--- config.mk ---
export PLATFORM = sky130hd
export DESIGN_NAME = matmul_engine
export DESIGN_NICKNAME = d
export VERILOG_FILES = /design/src/rtl/matmul_pkg.sv /design/src/rtl/mac_unit.sv /design/src/rtl/matmul_engine.sv
export SDC_FILE = /design/constraint.sdc
export NUM_CORES = 2
export LEC_CHECK = 0
export BUFFER_PORTS_ARGS = -buffer_cell sky130_fd_sc_hd__buf_2
export CAP_MARGIN = 10
export CORE_MARGIN = 5
export CORE_UTILIZATION = 45
export DETAILED_ROUTE_END_ITERATION = 8
export SETUP_SLACK_MARGIN = 0.3
export SLEW_MARGIN = 10
export SYNTH_ARGS = -nofsm -noshare
export SYNTH_HDL_FRONTEND = slang
export SYNTH_HIERARCHICAL = 1
export SYNTH_SLANG_ARGS = --single-unit
export TNS_END_PERCENT = 5
--- constraint.sdc ---
create_clock -name clock -period 10.1 [get_ports clock]
set_clock_uncertainty 0.05 [all_clocks]
set_input_delay 2.02 -clock clock [delete_from_list [all_inputs] [get_ports clock]]
set_output_delay 2.02 -clock clock [all_outputs]
set_load 0.01 [all_outputs]
--- src/rtl/matmul_pkg.sv ---
// rtl/matmul_pkg.sv - shared FSM type and counter sizing for the matmul engine
package matmul_pkg;

  typedef enum logic [2:0] {
    IDLE,
    READ,
    LAST,
    WRITE,
    DONE
  } state_t;

  // A counter over n values needs at least one bit even when n is 1.
  function automatic int cnt_width(input int n);
    return (n > 1) ? $clog2(n) : 1;
  endfunction

  localparam int M_SIZE_DEF = 8;
  localparam int K_SIZE_DEF = 8;
  localparam int N_SIZE_DEF = 8;
  localparam int I_W_DEF    = cnt_width(M_SIZE_DEF);
  localparam int J_W_DEF    = cnt_width(N_SIZE_DEF);
  localparam int K_W_DEF    = cnt_width(K_SIZE_DEF);

endpackage

--- src/rtl/mac_unit.sv ---
// rtl/mac_unit.sv - signed multiply with wrapping accumulator register
module mac_unit #(
  parameter int DATA_WIDTH = 32
) (
  input  logic                  clock,
  input  logic                  reset,
  input  logic                  clear,
  input  logic                  en,
  input  logic [DATA_WIDTH-1:0] a,
  input  logic [DATA_WIDTH-1:0] b,
  output logic [DATA_WIDTH-1:0] acc_next
);

  logic [DATA_WIDTH-1:0] acc_q, acc_d, product;

  always_comb begin
    product = DATA_WIDTH'($signed(a) * $signed(b));
    acc_d   = acc_q;
    if (clear) begin
      acc_d = '0;
    end else if (en) begin
      acc_d = acc_q + product;
    end
  end

  always_ff @(posedge clock) begin
    if (reset) begin
      acc_q <= '0;
    end else begin
      acc_q <= acc_d;
    end
  end

  // Exposing the next value lets the engine register z_din on the same edge as the final add.
  assign acc_next = acc_d;

endmodule

--- src/rtl/matmul_engine.sv ---
// rtl/matmul_engine.sv - Z = X*Y (or Z += X*Y) over registered-read BRAMs
module matmul_engine
  import matmul_pkg::*;
#(
  parameter int DATA_WIDTH = 32,
  parameter int ADDR_WIDTH = 6,
  parameter int M_SIZE     = 8,
  parameter int K_SIZE     = 8,
  parameter int N_SIZE     = 8
) (
  input  logic                  clock,
  input  logic                  reset,
  input  logic                  start,
  input  logic                  accumulate,
  output logic                  busy,
  output logic                  done,
  output logic [ADDR_WIDTH-1:0] x_addr,
  input  logic [DATA_WIDTH-1:0] x_dout,
  output logic [ADDR_WIDTH-1:0] y_addr,
  input  logic [DATA_WIDTH-1:0] y_dout,
  output logic [ADDR_WIDTH-1:0] z_rd_addr,
  input  logic [DATA_WIDTH-1:0] z_rd_dout,
  output logic [ADDR_WIDTH-1:0] z_wr_addr,
  output logic [DATA_WIDTH-1:0] z_din,
  output logic                  z_wr_en
);

  localparam int I_W = cnt_width(M_SIZE);
  localparam int J_W = cnt_width(N_SIZE);
  localparam int K_W = cnt_width(K_SIZE);
  localparam logic [I_W-1:0] I_LAST = I_W'(M_SIZE - 1);
  localparam logic [J_W-1:0] J_LAST = J_W'(N_SIZE - 1);
  localparam logic [K_W-1:0] K_LAST = K_W'(K_SIZE - 1);
  localparam logic [ADDR_WIDTH-1:0] K_A = ADDR_WIDTH'(K_SIZE);
  localparam logic [ADDR_WIDTH-1:0] N_A = ADDR_WIDTH'(N_SIZE);

  if (K_SIZE < 1 || M_SIZE * K_SIZE > (1 << ADDR_WIDTH) ||
      K_SIZE * N_SIZE > (1 << ADDR_WIDTH) || M_SIZE * N_SIZE > (1 << ADDR_WIDTH)) begin : g_size_check
    $error("matmul_engine: matrix dimensions do not fit the BRAM address space");
  end

  state_t                  state_q, state_d;
  logic [I_W-1:0]          i_q, i_d;
  logic [J_W-1:0]          j_q, j_d;
  logic [K_W-1:0]          k_q, k_d;
  logic                    acc_mode_q, acc_mode_d;
  logic                    zcap_q, zcap_d;
  logic [DATA_WIDTH-1:0]   z_prev_q, z_prev_d;
  logic                    busy_q, busy_d, done_q, done_d, z_wr_en_q, z_wr_en_d;
  logic [ADDR_WIDTH-1:0]   x_addr_q, x_addr_d, y_addr_q, y_addr_d;
  logic [ADDR_WIDTH-1:0]   z_rd_addr_q, z_rd_addr_d, z_wr_addr_q, z_wr_addr_d;
  logic [DATA_WIDTH-1:0]   z_din_q, z_din_d;
  logic                    mac_clear, mac_en;
  logic [DATA_WIDTH-1:0]   mac_acc_next;
  logic                    last_elem;

  assign last_elem = (i_q == I_LAST) && (j_q == J_LAST);

  mac_unit #(.DATA_WIDTH(DATA_WIDTH)) u_mac (
    .clock    (clock),
    .reset    (reset),
    .clear    (mac_clear),
    .en       (mac_en),
    .a        (x_dout),
    .b        (y_dout),
    .acc_next (mac_acc_next)
  );

  always_ff @(posedge clock) begin
    if (reset) begin
      state_q <= IDLE;
    end else begin
      state_q <= state_d;
    end
  end

  always_comb begin
    state_d = state_q;
    unique case (state_q)
      IDLE:    if (start) state_d = READ;
      READ:    if (k_q == K_LAST) state_d = LAST;
      LAST:    state_d = WRITE;
      WRITE:   state_d = last_elem ? DONE : READ;
      DONE:    state_d = IDLE;
      default: state_d = IDLE;
    endcase
  end

  always_comb begin
    i_d        = i_q;
    j_d        = j_q;
    k_d        = k_q;
    acc_mode_d = acc_mode_q;
    mac_clear  = 1'b0;
    mac_en     = 1'b0;
    case (state_q)
      IDLE: begin
        i_d       = '0;
        j_d       = '0;
        k_d       = '0;
        mac_clear = 1'b1;
        if (start) acc_mode_d = accumulate;
      end
      READ: begin
        // Data for address k arrives one cycle later, so the first READ cycle has nothing to add.
        mac_en = (k_q != '0);
        if (k_q != K_LAST) k_d = k_q + 1'b1;
      end
      LAST: mac_en = 1'b1;
      WRITE: begin
        mac_clear = 1'b1;
        k_d       = '0;
        if (j_q == J_LAST) begin
          j_d = '0;
          i_d = (i_q == I_LAST) ? '0 : i_q + 1'b1;
        end else begin
          j_d = j_q + 1'b1;
        end
      end
      default: ;
    endcase
    zcap_d   = (state_q == READ) && (k_q == '0);
    z_prev_d = zcap_q ? (acc_mode_q ? z_rd_dout : '0) : z_prev_q;
  end

  always_comb begin
    busy_d      = (state_d != IDLE);
    done_d      = (state_d == DONE);
    z_wr_en_d   = (state_q == LAST);
    x_addr_d    = ADDR_WIDTH'(i_d) * K_A + ADDR_WIDTH'(k_d);
    y_addr_d    = ADDR_WIDTH'(k_d) * N_A + ADDR_WIDTH'(j_d);
    z_rd_addr_d = ADDR_WIDTH'(i_d) * N_A + ADDR_WIDTH'(j_d);
    z_wr_addr_d = z_wr_addr_q;
    z_din_d     = z_din_q;
    if (state_q == LAST) begin
      z_wr_addr_d = ADDR_WIDTH'(i_q) * N_A + ADDR_WIDTH'(j_q);
      z_din_d     = mac_acc_next + z_prev_d;
    end
  end

  always_ff @(posedge clock) begin
    if (reset) begin
      i_q         <= '0;
      j_q         <= '0;
      k_q         <= '0;
      acc_mode_q  <= 1'b0;
      zcap_q      <= 1'b0;
      z_prev_q    <= '0;
      busy_q      <= 1'b0;
      done_q      <= 1'b0;
      z_wr_en_q   <= 1'b0;
      x_addr_q    <= '0;
      y_addr_q    <= '0;
      z_rd_addr_q <= '0;
      z_wr_addr_q <= '0;
      z_din_q     <= '0;
    end else begin
      i_q         <= i_d;
      j_q         <= j_d;
      k_q         <= k_d;
      acc_mode_q  <= acc_mode_d;
      zcap_q      <= zcap_d;
      z_prev_q    <= z_prev_d;
      busy_q      <= busy_d;
      done_q      <= done_d;
      z_wr_en_q   <= z_wr_en_d;
      x_addr_q    <= x_addr_d;
      y_addr_q    <= y_addr_d;
      z_rd_addr_q <= z_rd_addr_d;
      z_wr_addr_q <= z_wr_addr_d;
      z_din_q     <= z_din_d;
    end
  end

  assign busy      = busy_q;
  assign done      = done_q;
  assign z_wr_en   = z_wr_en_q;
  assign x_addr    = x_addr_q;
  assign y_addr    = y_addr_q;
  assign z_rd_addr = z_rd_addr_q;
  assign z_wr_addr = z_wr_addr_q;
  assign z_din     = z_din_q;

endmodule

* Word level (Yosys, flattened, before mapping)
Cells that the tools add are included.
** Storage, ports and cells
- Bits in registers :: 137
** Cells by class
- Add/sub/neg operators :: 9
- Multipliers :: 1
- Equal/unequal tests :: 8
- Muxes and demuxes :: 17
- Reductions and logical operators :: 8
** Operator list (number)
- two-way mux 32 bit :: 4
- adder 32 bit :: 2
- multiplier 32 x 32 -> 32 bit :: 1
- adder 6 x 3 -> 6 bit :: 4
- two-way mux 3 bit :: 7
- case mux 3 bit (2 select lines) :: 3
- equality test 3 bit (second input constant) :: 4
- case mux 3 bit (4 select lines) :: 1
- adder 3 x 1 -> 3 bit (second input constant) :: 3
- equality test 3 x 2 -> 1 bit (second input constant) :: 2
- logical NOT 3 bit :: 2
- nonzero test 3 bit :: 2
- equality test 3 x 1 -> 1 bit (second input constant) :: 1
- != test 3 bit (second input constant) :: 1
- logical AND 1 bit :: 2
- case mux 1 bit (2 select lines) :: 1
- AND reduction 2 bit :: 1
- OR reduction 2 bit :: 1
- two-way mux 1 bit :: 1

* Logic depth before layout (Yosys ltp)
- Word-level depth :: 5
- Gate-level depth with buffers :: 36
- Depth with buffers taken out :: 34

* Cells and area by module
Netlist, hierarchy kept.
** By module, submodules not included
- mac_unit :: instances 1, cells each 2078, area each 18521.5 µm², sequential area each 640.6 µm²
- matmul_engine :: instances 1, cells each 679, area each 5335.1 µm², sequential area each 1741.7 µm²

* Least setup slack after synthesis
Ideal clock, no wire load.
- Path type :: input-to-reg
- Start point :: in x_dout[12]
- End point :: reg z_din_q[30] (netlist: z_din[30])
- Setup time :: 122 ps
- Arrival time :: 10085 ps
- Path slack :: -157 ps
- Stages on the path :: 33
- Cells stage by stage :: clkbuf_1 > clkbuf_1 > and2_1 > fa_1 > fa_1 > fa_1 > inv_1 > fa_1 > fa_1 > fa_1 > inv_1 > fa_1 > inv_1 > fa_1 > inv_1 > ha_1 > nand4_1 > or3_1 > nand3_1 > a221o_1 > a21oi_1 > xor2_1 > nor2_1 > a21oi_1 > nor2_1 > ha_1 > and3_2 > a221o_1 > a21oi_1 > o22ai_1 > a21oi_2 > mux2i_1 > a311o_1
** Between the ends
- Longest elaborated chain between the ends :: 5
** RTL lines
- start, declared :: RTL line matmul_engine.sv:18 : input logic [DATA_WIDTH-1:0] x_dout,
- multiplier 32 x 32 -> 32 bit :: RTL line mac_unit.sv:17 : product = DATA_WIDTH'($signed(a) * $signed(b));
- adder 32 bit :: RTL line mac_unit.sv:22 : acc_d = acc_q + product;
- two-way mux 32 bit :: RTL line mac_unit.sv:21 : end else if (en) begin
- two-way mux 32 bit :: RTL line mac_unit.sv:19 : if (clear) begin
- net mac_acc_next[23] :: RTL line matmul_engine.sv:54 : logic [DATA_WIDTH-1:0] mac_acc_next;
- adder 32 bit :: RTL line matmul_engine.sv:137 : z_din_d = mac_acc_next + z_prev_d;
- end signal, assigned :: RTL line matmul_engine.sv:171 : z_din_q <= z_din_d;
- end, declared :: RTL line matmul_engine.sv:52 : logic [DATA_WIDTH-1:0] z_din_q, z_din_d;
The timed path passes the listed nets, and every way through them passes these cells.
A chain may end at the register's enable or synchronous reset.

* Final worst setup path
- Start point :: in y_dout[0]
- End point :: reg z_din_q[30] (netlist: z_din[30])
** Between the ends
- Longest elaborated chain between the ends :: 5
** RTL lines
- start, declared :: RTL line matmul_engine.sv:20 : input logic [DATA_WIDTH-1:0] y_dout,
- multiplier 32 x 32 -> 32 bit :: RTL line mac_unit.sv:17
- adder 32 bit :: RTL line mac_unit.sv:22
- two-way mux 32 bit :: RTL line mac_unit.sv:21
- two-way mux 32 bit :: RTL line mac_unit.sv:19
- net mac_acc_next[28] :: RTL line matmul_engine.sv:54
- adder 32 bit :: RTL line matmul_engine.sv:137
The timed path passes the listed nets, and every way through them passes these cells.

==> results.txt <==
----------------------------------------------------
[Final layout]
  Non-filler instance count after layout ... 3712
  Layout cell share with drive strength beyond 1 ... 16.2%
  Total number of nets in the final design ... 3737
  Fill count ... 4998
  Layout overhead on the synthesized area ... 16.1%

[Critical path]
  RR Endpoint ... z_din[30]
  Arrival time at the worst endpoint ... 10.09 ns
  Worst Path Class, Setup ... input port to flop
  CP peak stage delay ... 0.57 ns
  Cell type of the slowest stage on the worst timing path ... sky130_fd_sc_hd__fa_1
  Category of the worst setup path launch point ... input port
  Required @ worst endpoint ... 10.36 ns
  Setup crit end kind ... flop
  Worst reg-to-reg setup slack ... 1.94 ns
  Most numerous cell on the critical path ... sky130_fd_sc_hd__fa_1
  Length in cells of the worst reg-to-reg path ... 30
  Highest net fanout along the worst path ... 6
  Critical R2R Launch ... u_mac/acc_q[18]

[Place]
  Cells after DPL ... 3666
  Total of buffers placed on input and output ports ... 158
  Routability cong. ... 0.888
  Hpwl dp ... 59.3 mm

[Route]
  DRC marker count from the first detailed-route iteration ... 1137
  Total vias in the final route ... 18800
  TritonRoute pass-1 iters ... 5
  Routed WL ... 68.6 mm
  Ratio of routed vias to standard cells ... 5.07
  Post-route antenna net violation count ... 0
  Drc violations ... 0
  Average detailed-routed wire length per instance ... 18.5 um

[Timing]
  Final max-slew violation count ... 0
  Transition time of the tightest slew-check pin ... 0.850 ns
  Maximum achievable frequency ... 102 MHz
  Part of the cycle the worst path needs ... 97.3%
  RSZ-0062 raised after global routing ... true
  Shortest clock period the worst path allows after layout ... 9.83 ns
  Worst slew margin relative to its limit ... 43.2%
  Endpoints failing hold ... 0
  Count of final setup violators ... 0

[Die]
  Number of primary I/O pins ... 159
  Initial core utilization ... 45.4%
  Cell Rows ... 84
  Die area ... 57700 um2
  Die height ... 240 um
  Placeable Area ... 52600 um2
  Die width ... 240 um

[Clock tree]
  CTS Root Buffer Type ... sky130_fd_sc_hd__clkbuf_16
  Clock tree from TritonCTS ... yes
  Count of hold buffers inserted by post-cts repair ... 0
  Insertion delay of the later-clocked pin in the worst-skew pair ... 0.43 ns
  Number of buffers on the longest clock path ... 2
  H-tree levels ... 4
  Clock-pin transition on the worst setup and hold timing paths ... 0.06 ns
  Num CTS Buffers ... 17
  Number of sinks on the clock net ... 119

[Outcome]
  Status ... completed

[Global routing]
  Total global routing overflow ... 0
  Overall fraction of global-route tracks in use ... 24.3%
  Number of global-route vias before repair ... 20500
  Number of antenna violations at the first check in global routing ... 6
  Pin count of the biggest net entering global routing ... 73
  Wire length of the first global-routing pass ... 111 mm

[Synth]
  Most instantiated cells after synthesis ... sky130_fd_sc_hd__inv_1 (566), sky130_fd_sc_hd__fa_1 (439), sky130_fd_sc_hd__and2_1 (352)
  Syn Inst Count ... 2757
  Nets in the synthesized netlist ... 3487
  Post-synth top area share ... 36.8%
  Warnings, synthesis ... 6
  Primary FF master, synth ... sky130_fd_sc_hd__dfxtp_1
  Count leader, synth ... sky130_fd_sc_hd__inv_1
  Unique cell type count in the Yosys netlist ... 75
  Netlist area before placement ... 23900 um2
  Synth area leaders ... sky130_fd_sc_hd__fa_1 (37%), sky130_fd_sc_hd__ha_1 (10%), sky130_fd_sc_hd__dfxtp_1 (10%), sky130_fd_sc_hd__and2_1 (9.2%), sky130_fd_sc_hd__inv_1 (8.9%)
  Flip-flop and latch count after synthesis ... 119
  Number of enable flip-flop cells after synthesis ... 0
  Share of synthesized flip-flops with an asynchronous set or reset ... 0%
  Post-synth top area cell ... sky130_fd_sc_hd__fa_1
  Average cell area after synthesis ... 8.65 um2
  Portion of the post-synthesis area used by sequential elements ... 9.99%

[Job]
  Maximum Capacitance Violations ... 0

[Hold path]
  Hold Path Origin ... z_din[14]
  Number of cells on the worst hold path ... 2
  Path category of the worst min-delay check ... flop to flop
  Worst Hold Path EP ... z_din[14]

----------------------------------------------------
worst max-delay path by stage:
stage | from | endpoint | slack (ns) | cells past startpoint
after floorplan | x_dout[12] | z_din[30] | 0.30 | 33
after global placement | y_dout[0] | z_din[28] | -0.22 | 31
after detailed placement | y_dout[8] | z_din[30] | -0.28 | 32
after CTS | x_dout[11] | z_din[30] | 0.28 | 34
after global routing | y_dout[2] | z_din[29] | 0.05 | 34
final | y_dout[0] | z_din[30] | 0.27 | 32
layout by cell type, fill, tap and decap left out, types with 7 or more instances in the layout:
master / n
sky130_fd_sc_hd__or3_1: 7
sky130_fd_sc_hd__nor2_1: 81
sky130_fd_sc_hd__o21ai_0: 59
sky130_fd_sc_hd__dfxtp_1: 119
sky130_fd_sc_hd__a31oi_1: 9
sky130_fd_sc_hd__clkbuf_16: 17
sky130_fd_sc_hd__a21oi_2: 7
sky130_fd_sc_hd__nor2b_1: 12
sky130_fd_sc_hd__inv_1: 564
sky130_fd_sc_hd__a21o_1: 25
sky130_fd_sc_hd__xor2_1: 25
sky130_fd_sc_hd__and3_1: 8
sky130_fd_sc_hd__fa_2: 12
sky130_fd_sc_hd__nand2_1: 322
sky130_fd_sc_hd__ha_1: 183
sky130_fd_sc_hd__nor3_1: 30
sky130_fd_sc_hd__and2_1: 348
sky130_fd_sc_hd__buf_4: 211
sky130_fd_sc_hd__buf_12: 12
sky130_fd_sc_hd__fa_1: 427
sky130_fd_sc_hd__buf_2: 136
sky130_fd_sc_hd__nand4_1: 11
sky130_fd_sc_hd__ha_4: 8
sky130_fd_sc_hd__buf_6: 10
sky130_fd_sc_hd__nand3_1: 26
sky130_fd_sc_hd__xnor2_1: 78
sky130_fd_sc_hd__nand2b_1: 8
sky130_fd_sc_hd__a21oi_1: 72
sky130_fd_sc_hd__mux2i_1: 28
sky130_fd_sc_hd__a211oi_1: 14
stage by stage:
| stage | worst slack [ns] | hold WS, ns | util [%] | area (um2) | TNS [ns] |
|---|---|---|---|---|---|
| floorplan | 0.301 | 0.424 | - | 24000 | 0 |
| global placement | -0.219 | 0.388 | 50.8 | 26700 | -0.758 |
| detailed placement | -0.281 | 0.391 | 50.8 | 26700 | -1.30 |
| CTS | 0.280 | 0.408 | 52.2 | 27400 | 0 |
| global route | 0.0537 | 0.418 | 52.7 | 27700 | 0 |
| finish | 0.271 | 0.408 | 52.7 | 27700 | 0 |
registers in the layout, indices dropped and copies added (netlist names), named ones only:
signal and count:
u_mac/acc_q 32, z_din 32, z_prev_q 32, z_wr_addr 6, state_q 3, acc_mode_q 1, busy 1, done 1
z_wr_en 1, zcap_q 1
kinds of logic (layout without fill, tap and decap cells):
family                   Yosys count  count (layout)  share of synthesized area (%)
adder cells (fa/ha/maj)          630             630                           46.9
AO/OA/AOI/OAI                    268             268                           7.36
buffers and inverters            710             973                           11.6
flip-flops                       119             119                           9.99
other                              0               4                              0
multiplexers                      29              29                           1.22
XOR/XNOR                         103             103                           3.78
AND/OR/NAND/NOR                  898             898                           19.2
worst max-delay path, delay by kind of cell:
kind	cells	cell delay [ns]
multiplexers	2	0.32
buffers and inverters	7	0.79
XOR/XNOR	1	0.06
adder cells (fa/ha/maj)	10	4.59
AND/OR/NAND/NOR	6	0.99
AO/OA/AOI/OAI	6	1.33
cell type report:
cell class              count  area (um2)  share of cell area, %
diodes                      4        10.0                 0.0362
flip-flops and latches    119        2380                   8.60
multi-input cells        1928       19000                   68.8
clock inverters            13         145                  0.524
repair buffers            375        2660                   9.62
clock buffers              19         453                   1.64
inverters                 566        2120                   7.67
well taps                 688         861                   3.11
layer usage:
layer | GRT usage [%] | vias up | part of all wire (%)
met5 | 0 | - | 0.055
met4 | 6.00 | 4 | 2.4
met3 | 4.91 | 89 | 6.0
met2 | 39.5 | 485 | 46
met1 | 33.8 | 9372 | 45
li1 | - | 8859 | -
timing repair:
| item | 4_1_cts | 5_1_grt |
|---|---|---|
| pin swaps | 16 | 48 |
| setup endpoints to repair | 5 | 14 |
| buffers inserted | 1 | 9 |
| gates resized for setup | 28 | 57 |
Power is not shown: default switching activity piles up to over one toggle a cycle in this logic, so the estimate is an artifact.
